$ cat src/rtl/clmul_pkg.sv
// Shared types and sizing for the sequential carry-less multiply unit.
// Optional build macro: CLMUL_EARLY_EXIT_EN (used by clmul_seq_unit).
package clmul_pkg;

  localparam int CLMUL_XLEN   = 32;
  localparam int CLMUL_BPC    = 4;
  localparam int CLMUL_TAG_W  = 5;
  localparam int CLMUL_CHUNKS = CLMUL_XLEN / CLMUL_BPC;

  typedef enum logic [1:0] {
    CLMUL  = 2'b00,
    CLMULH = 2'b01,
    CLMULR = 2'b10,
    RSVD   = 2'b11
  } clmul_op_e;

  typedef enum logic [1:0] {
    IDLE = 2'b00,
    RUN  = 2'b01,
    DONE = 2'b10
  } clmul_state_e;

  function automatic int n_chunks(input int xlen, input int bpc);
    return xlen / bpc;
  endfunction

endpackage

$ cat src/rtl/clmul_if.sv
// Request/result bus between issue, the clmul unit and writeback.
// Handshake: a beat transfers on the rising edge where valid && ready; valid never waits on ready.
interface clmul_if #(
  parameter int XLEN  = 32,
  parameter int TAG_W = 5
);
  logic             in_valid;
  logic             in_ready;
  logic [1:0]       in_op;
  logic [XLEN-1:0]  in_rs1;
  logic [XLEN-1:0]  in_rs2;
  logic [TAG_W-1:0] in_tag;
  logic             out_valid;
  logic             out_ready;
  logic [XLEN-1:0]  out_rd;
  logic [TAG_W-1:0] out_tag;

  modport master (
    output in_valid, in_op, in_rs1, in_rs2, in_tag, out_ready,
    input  in_ready, out_valid, out_rd, out_tag
  );

  modport slave (
    input  in_valid, in_op, in_rs1, in_rs2, in_tag, out_ready,
    output in_ready, out_valid, out_rd, out_tag
  );
endinterface

$ cat src/rtl/clmul_chunk_step.sv
// One accumulation step: XORs rs1, shifted to each set bit of the current rs2 chunk, into acc.
module clmul_chunk_step
  import clmul_pkg::*;
#(
  parameter int XLEN  = CLMUL_XLEN,
  parameter int B     = CLMUL_BPC,
  parameter int IDX_W = 3
) (
  input  logic [2*XLEN-1:0] i_acc,
  input  logic [XLEN-1:0]   i_rs1,
  input  logic [B-1:0]      i_chunk,
  input  logic [IDX_W-1:0]  i_idx,
  output logic [2*XLEN-1:0] o_acc
);

  logic [2*XLEN-1:0] w_base;

  always_comb begin
    w_base = {{XLEN{1'b0}}, i_rs1} << (32'(i_idx) * B);
    o_acc  = i_acc;
    for (int j = 0; j < B; j++) begin
      if (i_chunk[j]) o_acc = o_acc ^ (w_base << j);
    end
  end

endmodule

$ cat src/rtl/clmul_seq_unit.sv
// Multi-cycle clmul/clmulh/clmulr execute stage, BITS_PER_CYCLE rs2 bits per RUN cycle.
// Optional macro CLMUL_EARLY_EXIT_EN: finish as soon as the remaining rs2 bits are all zero.
module clmul_seq_unit
  import clmul_pkg::*;
#(
  parameter int XLEN           = CLMUL_XLEN,
  parameter int BITS_PER_CYCLE = CLMUL_BPC,
  parameter int TAG_W          = CLMUL_TAG_W
) (
  input  logic         clk,
  input  logic         rst,
  clmul_if.slave       bus,
  output logic         busy,
  output clmul_state_e o_dbg_state
);

  localparam int B        = BITS_PER_CYCLE;
  localparam int N_CHUNKS = n_chunks(XLEN, BITS_PER_CYCLE);
  localparam int CNT_W    = (N_CHUNKS > 1) ? $clog2(N_CHUNKS) : 1;

  clmul_state_e      r_state, w_next;
  logic [XLEN-1:0]   r_rs1, r_rs2, r_rd;
  clmul_op_e         r_op;
  logic [TAG_W-1:0]  r_tag, r_out_tag;
  logic [2*XLEN-1:0] r_acc, w_acc_next;
  logic [CNT_W-1:0]  r_cnt;
  logic [B-1:0]      w_chunk;
  logic              w_last, w_accept;
  logic [XLEN-1:0]   w_result;
  clmul_state_e      w_start_state;

`ifdef CLMUL_EARLY_EXIT_EN
  // rs2 is consumed from the bottom; once nothing is left above the chunk, we are done.
  logic [XLEN-1:0] w_rs2_rest;
  assign w_rs2_rest    = r_rs2 >> B;
  assign w_chunk       = r_rs2[B-1:0];
  assign w_last        = (w_rs2_rest == '0);
  assign w_start_state = (bus.in_rs2 == '0) ? DONE : RUN;
`else
  assign w_chunk       = B'(r_rs2 >> (32'(r_cnt) * B));
  assign w_last        = (r_cnt == CNT_W'(N_CHUNKS - 1));
  assign w_start_state = RUN;
`endif

  clmul_chunk_step #(
    .XLEN (XLEN),
    .B    (B),
    .IDX_W(CNT_W)
  ) u_step (
    .i_acc  (r_acc),
    .i_rs1  (r_rs1),
    .i_chunk(w_chunk),
    .i_idx  (r_cnt),
    .o_acc  (w_acc_next)
  );

  assign bus.in_ready  = !rst && ((r_state == IDLE) || ((r_state == DONE) && bus.out_ready));
  assign bus.out_valid = (r_state == DONE);
  assign bus.out_rd    = r_rd;
  assign bus.out_tag   = r_out_tag;
  assign busy          = (r_state == RUN) || (r_state == DONE);
  assign o_dbg_state   = r_state;
  assign w_accept      = bus.in_valid && bus.in_ready;

  always_comb begin
    w_result = '0;
    unique case (r_op)
      CLMUL:   w_result = w_acc_next[XLEN-1:0];
      CLMULH:  w_result = w_acc_next[2*XLEN-1:XLEN];
      CLMULR:  w_result = w_acc_next[2*XLEN-2:XLEN-1];
      default: w_result = '0;
    endcase
  end

  always_comb begin
    w_next = r_state;
    unique case (r_state)
      IDLE:    if (bus.in_valid) w_next = w_start_state;
      RUN:     if (w_last) w_next = DONE;
      DONE:    if (bus.out_ready) w_next = bus.in_valid ? w_start_state : IDLE;
      default: w_next = IDLE;
    endcase
  end

  always_ff @(posedge clk or posedge rst) begin
    if (rst) r_state <= IDLE;
    else     r_state <= w_next;
  end

  always_ff @(posedge clk or posedge rst) begin
    if (rst) begin
      r_rs1     <= '0;
      r_rs2     <= '0;
      r_op      <= CLMUL;
      r_tag     <= '0;
      r_acc     <= '0;
      r_cnt     <= '0;
      r_rd      <= '0;
      r_out_tag <= '0;
    end else if (w_accept) begin
      r_rs1 <= bus.in_rs1;
      r_rs2 <= bus.in_rs2;
      r_op  <= clmul_op_e'(bus.in_op);
      r_tag <= bus.in_tag;
      r_acc <= '0;
      r_cnt <= '0;
`ifdef CLMUL_EARLY_EXIT_EN
      if (bus.in_rs2 == '0) begin
        r_rd      <= '0;
        r_out_tag <= bus.in_tag;
      end
`endif
    end else if (r_state == RUN) begin
      r_acc <= w_acc_next;
      r_cnt <= r_cnt + 1'b1;
`ifdef CLMUL_EARLY_EXIT_EN
      r_rs2 <= w_rs2_rest;
`endif
      // Result is captured on the last step so out_rd/out_tag hold steady through DONE.
      if (w_last) begin
        r_rd      <= w_result;
        r_out_tag <= r_tag;
      end
    end
  end

endmodule

$ cat src/flat_wrapper.sv
// flat-port wrapper written by rule: the top's interface ports become plain ports
module clmul_seq_unit_flat import clmul_pkg::*;
#(
  parameter int XLEN           = CLMUL_XLEN,
  parameter int BITS_PER_CYCLE = CLMUL_BPC,
  parameter int TAG_W          = CLMUL_TAG_W
)
  (clk, rst, busy, o_dbg_state, bus_in_valid, bus_in_op, bus_in_rs1, bus_in_rs2, bus_in_tag, bus_out_ready, bus_in_ready, bus_out_valid, bus_out_rd, bus_out_tag);
  clmul_if #(.XLEN(XLEN), .TAG_W(TAG_W)) bus_i ();
  input  logic clk;
  input  logic rst;
  output logic busy;
  output clmul_state_e o_dbg_state;
  input wire logic [$bits(bus_i.in_valid)-1:0] bus_in_valid;
  input wire logic [$bits(bus_i.in_op)-1:0] bus_in_op;
  input wire logic [$bits(bus_i.in_rs1)-1:0] bus_in_rs1;
  input wire logic [$bits(bus_i.in_rs2)-1:0] bus_in_rs2;
  input wire logic [$bits(bus_i.in_tag)-1:0] bus_in_tag;
  input wire logic [$bits(bus_i.out_ready)-1:0] bus_out_ready;
  output wire logic [$bits(bus_i.in_ready)-1:0] bus_in_ready;
  output wire logic [$bits(bus_i.out_valid)-1:0] bus_out_valid;
  output wire logic [$bits(bus_i.out_rd)-1:0] bus_out_rd;
  output wire logic [$bits(bus_i.out_tag)-1:0] bus_out_tag;
  assign bus_i.in_valid = bus_in_valid;
  assign bus_i.in_op = bus_in_op;
  assign bus_i.in_rs1 = bus_in_rs1;
  assign bus_i.in_rs2 = bus_in_rs2;
  assign bus_i.in_tag = bus_in_tag;
  assign bus_i.out_ready = bus_out_ready;
  assign bus_in_ready = bus_i.in_ready;
  assign bus_out_valid = bus_i.out_valid;
  assign bus_out_rd = bus_i.out_rd;
  assign bus_out_tag = bus_i.out_tag;
  clmul_seq_unit #(.XLEN(XLEN), .BITS_PER_CYCLE(BITS_PER_CYCLE), .TAG_W(TAG_W)) u_core (.clk(clk), .rst(rst), .bus(bus_i), .busy(busy), .o_dbg_state(o_dbg_state));
endmodule
$ cat config.mk
export PLATFORM = sky130hd
export DESIGN_NAME = clmul_seq_unit_flat
export DESIGN_NICKNAME = d
export VERILOG_FILES = /design/src/rtl/clmul_pkg.sv /design/src/rtl/clmul_if.sv /design/src/rtl/clmul_chunk_step.sv /design/src/rtl/clmul_seq_unit.sv /design/src/flat_wrapper.sv
export SDC_FILE = /design/constraint.sdc
export NUM_CORES = 1
export LEC_CHECK = 0
export CORE_UTILIZATION = 59
export CTS_CLUSTER_DIAMETER = 30
export DETAILED_ROUTE_END_ITERATION = 16
export MAX_ROUTING_LAYER = met4
export PLACE_DENSITY_LB_ADDON = 0.25
export SYNTH_ARGS = -nofsm -noshare
export SYNTH_HDL_FRONTEND = slang
export SYNTH_HIERARCHICAL = 1
export SYNTH_SLANG_ARGS = --single-unit
$ cat constraint.sdc
create_clock -name clk -period 8 [get_ports clk]
set_clock_uncertainty 0.1 [all_clocks]
set_input_delay 1.6 -clock clk [delete_from_list [all_inputs] [get_ports clk]]
set_output_delay 1.6 -clock clk [all_outputs]
set_load 0.02 [all_outputs]
## Word level (Yosys, flattened, before mapping)

Cells that the tools add are included.

- Register bits: 177

- Eq/ne operators: 8
- Muxes and demuxes: 14
- Shift-type cells: 2
- Bitwise operators: 5
- Add/subtract/negate cells: 1
- Reduce and logical (&&, ||, !) cells: 11

Operators by type and width:

| operator | number |
|---|---|
| 64-bit two-way mux | 6 |
| 64-bit bitwise XOR | 4 |
| 32-bit case mux with 3 select lines | 1 |
| 32-bit by 5-bit << shifter with 64-bit output | 1 |
| 32-bit by 5-bit >> shifter with 4-bit output | 1 |
| 2-bit two-way mux | 3 |
| 3-bit two-way mux | 2 |
| 2-bit case mux with 3 select lines | 1 |
| 3-bit AND reduction | 2 |
| 2-bit by 1-bit == test with 1-bit output, second input constant | 2 |
| 2-bit == test, second input constant | 2 |
| 2-bit logical NOT | 2 |
| 2-bit != test, second input constant | 2 |
| 3-bit by 1-bit adder with 3-bit output, second input constant | 1 |
| 3-bit == test, second input constant | 1 |
| 1-bit logical AND | 3 |
| 1-bit logical OR | 2 |
| 2-bit by 1-bit != test with 1-bit output, second input constant | 1 |
| 2-bit nonzero test | 1 |
| 1-bit logical NOT | 1 |
| 1-bit two-way mux | 1 |
| 1-bit NOT | 1 |

## Longest topological paths before layout

- Depth in word-level cells: 11
- Gate-level depth with buffers: 13
- Mapped depth without buffers: 10

## Hierarchy

Netlist, hierarchy kept.

Modules (own cells, without submodules):

| module | cells an instance | seq. area each (um^2) | times used | area each (um^2) |
|---|---|---|---|---|
| clmul_seq_unit | 559 | 4429.2 | 1 | 7953.9 |
| clmul_chunk_step | 668 | 0.0 | 1 | 5327.6 |

## Worst setup path before layout

No wires, ideal clock.

- Path kind: input to output
- From: input port bus_out_ready
- To: output port bus_in_ready
- Path buffers: 0
- Arrival time: 1.947 ns
- Stages: 2
- Setup slack: 4.353 ns
- Path through: a21oi_2 > nor2_1

- Word-level cells in the longest chain between the ends: 3

RTL lines:

| what | line | text |
|---|---|---|
| start: declaration | flat_wrapper.sv:19 | `input wire logic [$bits(bus_i.out_ready)-1:0] bus_out_ready;` |
| 1-bit logical AND | clmul_seq_unit.sv:57 | `assign bus.in_ready = !rst && ((r_state == IDLE) \|\| ((r_state == DONE) && bus.out_ready));` |
| 1-bit logical OR | clmul_seq_unit.sv:57 |  |
| 1-bit logical AND | clmul_seq_unit.sv:57 |  |
| end: declaration | flat_wrapper.sv:20 | `output wire logic [$bits(bus_i.in_ready)-1:0] bus_in_ready;` |

Every way passes these cells.

## Final worst setup path

- From: input port rst
- To: output port bus_in_ready

- Word-level cells in the longest chain between the ends: 2

RTL lines:

| what | line | text |
|---|---|---|
| start: declaration | flat_wrapper.sv:11 | `input logic rst;` |
| 1-bit logical NOT | clmul_seq_unit.sv:57 |  |
| 1-bit logical AND | clmul_seq_unit.sv:57 |  |

Every way passes these cells.

==> results.ini <==
[critical_path]
slowest_delay_ps = 620
start_kind = input pin
worst-path-max-fanout = 4
reg2reg_depth = 11
rrSetupSlack_ps = 3740
crit_chain = clkdlybuf4s50_1 -> nor2_1 -> clkdlybuf4s50_1
cp_data_required_time_ps = 6300
endpoint_kind = primary output
cpMaxStageDelayCell = clkdlybuf4s50_1
critPathKind = in -> out
timing.rr.end = u_core/bus.out_rd[24]$_DFFE_PP0P_
cpMostUsedCell = clkdlybuf4s50_1
worst_ep_arrival_time_ps = 2950
worstReg2RegStart = u_core/r_cnt[1]$_DFFE_PP0P_

[outcome]
failed_checks = design-rule violations
status = finished, violations left

[synthesis]
syn_area_um2 = 13280
synth_area_leaders = dfrtp_1 33%, mux2_2 9.9%, mux2i_1 8.1%
avgSynthCellArea_um2 = 10.82
synth_edf_count = 0
synth_top_family_by_area = multiplexers
synth_top_cell_by_area = dfrtp_1
synth-xor-area-share = 0.1644
synthFlopType = dfrtp_1
synth_seq_area_share = 0.3335
synth_mux_area_frac = 0.2778
yosys_warnings = 6
synth_nets = 1309
async_flop_share = 1.000
ys_types = 51
ys_seq_elements = 177
synthAdderAreaFrac = 0.006594
synthCells = 1227
synth_top_area_share = 0.3335
synth_compound_area_frac = 0.06152
synth-simple-area-share = 0.1103

[cells_and_area]
final_cell_mix = 173 x dfrtp_1, 153 x nand2_1, 117 x mux2_2
diodes = 0
regArea_um2 = 4439
synthToLayoutAreaGrowth_pct = 13.34
layout-drive-gt1-share = 0.1923
fin_cells = 1580
multi_input_area_um2 = 8270
mostFrequentLayoutCell = dfrtp_1
num-fill-cells = 1624
fin_nets = 1369

[min_path]
worst_hold_path.endpoint = u_core/r_rs2[25]$_DFFE_PP0P_
whs_path_depth = 1
hold_class = reg -> reg
hp-start = u_core/r_rs2[25]$_DFFE_PP0P_

[route]
wl_per_cell_um = 21.15
drt_first_pass_iters = 11
ant_nets = 0
drc = 6
vias = 9708
routed_via_density = 6.144
drt_wl_total_mm = 33.42
first_iter_violations = 1051

[timing]
min_period_ps = 4650
finalHoldViolations = 0
setup_viol = 0
max_freq_mhz = 215.1
rsz0062_at_grt = false
drv_slew = 0
relSlewSlack = 0.2529
worst_pin_slew_ps = 1121
finalSetupTns_ps = 0
finalCritPeriodShare = 0.5812

[cts]
htreeDepth = 4
cts_tree = done
cts.sinks = 177
cts-resized-gates = 0
cts_buffers = 17
cts-root-buf = clkbuf_16
postCtsHoldBufs = 0
clk_pin_slew_worst_paths_ps = 80
cts_buffer_depth = 2
post_cts_buffers = 0
clkLatencyLatePin_ps = 450

[floorplan]
design.core.area_um2 = 21960
die_area_um2 = 23110
io_pins = 117
die_y_um = 152.0
rows = 54
die_w_um = 152.0
start_util = 0.6048

[placed_design]
gp_congestion = 0.9593
dp_hpwl_mm = 22.58
dp.cells = 1548
port-buffer-count = 116

[grt]
grt-ovfl-total = 0
grt_pass1_wl_mm = 53.56
grt_max_degree = 79
antenna_found_initial = 0
grt_pass1_vias = 9636
track_usage = 0.3073

[flow_run]
cap_violations = 0

-- critical path: cells and delay by family --
kind                   cells  cell delay, ps
and+or+nand+nor            1             170
buffers and inverters      2            1180
-- sequential cells by signal (all words and copies together), names as in the netlist --
name	flops
u_core/r_rs2	32
u_core/bus.out_tag	5
u_core/r_op	2
u_core/r_acc	64
u_core/r_cnt	3
u_core/r_tag	5
u_core/r_rs1	32
u_core/bus.out_rd	32
u_core/o_dbg_state	2
-- through the flow --
stage	setup WS [ps]	cell area (um2)	hold slack (ps)	utilization
2_1_floorplan	1498	13280	375.0	-
3_3_place_gp	3379	14420	385.2	0.6566
3_5_place_dp	3357	14420	390.6	0.6566
4_1_cts	3342	15050	409.4	0.6855
5_1_grt	3297	15050	425.9	0.6855
6_report	3350	15050	406.8	0.6855
-- synth_stat cells (7+ instances only) --
cell / instances
dfrtp_1: 177
nand2_1: 153
mux2_2: 117
mux2i_1: 108
xnor2_1: 99
nor2_1: 93
xor2_1: 60
mux4_2: 35
clkbuf_1: 33
o2bb2ai_1: 33
xnor3_1: 33
mux2_4: 32
buf_2: 30
nand3_1: 24
o21ai_0: 19
nor3_1: 17
a21oi_1: 14
and2_1: 12
a32oi_1: 10
buf_6: 10
inv_1: 10
nor2b_1: 10
and3_1: 9
buf_1: 9
buf_4: 8
ha_1: 7
nand4_1: 7
-- kinds of logic after synthesis --
family / count (synthesis)
buffers and inverters: 107
AO/OA/AOI/OAI: 110
XOR/XNOR: 194
multiplexers: 293
AND/OR/NAND/NOR: 339
adder cells (fa/ha/maj): 7
flip-flops: 177
-- layer usage --
metal  vias to the layer above  global-route usage  part of all wire
met5                         -                   -                 0
met4                         0              0.1453             0.041
met3                        81             0.05362             0.072
met2                       404              0.4711              0.47
met1                      4797              0.3986              0.42
li1                       4426                   -                 -
-- cell type report --
cell class / count / share of cell area
sequential: 177 / 0.2949
timing repair buffer: 135 / 0.08661
multi-input combinational: 943 / 0.5494
tap: 280 / 0.02327
inverter: 13 / 0.003574
clock inverter: 15 / 0.01396
clock buffer: 17 / 0.02826
-- worst max-delay path by stage --
stage | startpoint | endpoint | slack (ps)
6_report | rst | bus_in_ready | 3350
5_1_grt | rst | bus_in_ready | 3300
4_1_cts | rst | bus_in_ready | 3340
3_5_place_dp | rst | bus_in_ready | 3360
3_3_place_gp | rst | bus_in_ready | 3380
2_1_floorplan | rst | u_core/bus.out_rd[0]$_DFFE_PP0P_ | 1500
Power is left out: the tool's default activity adds up to more than one toggle a clock period on the data nets, which glitch-free logic cannot reach.
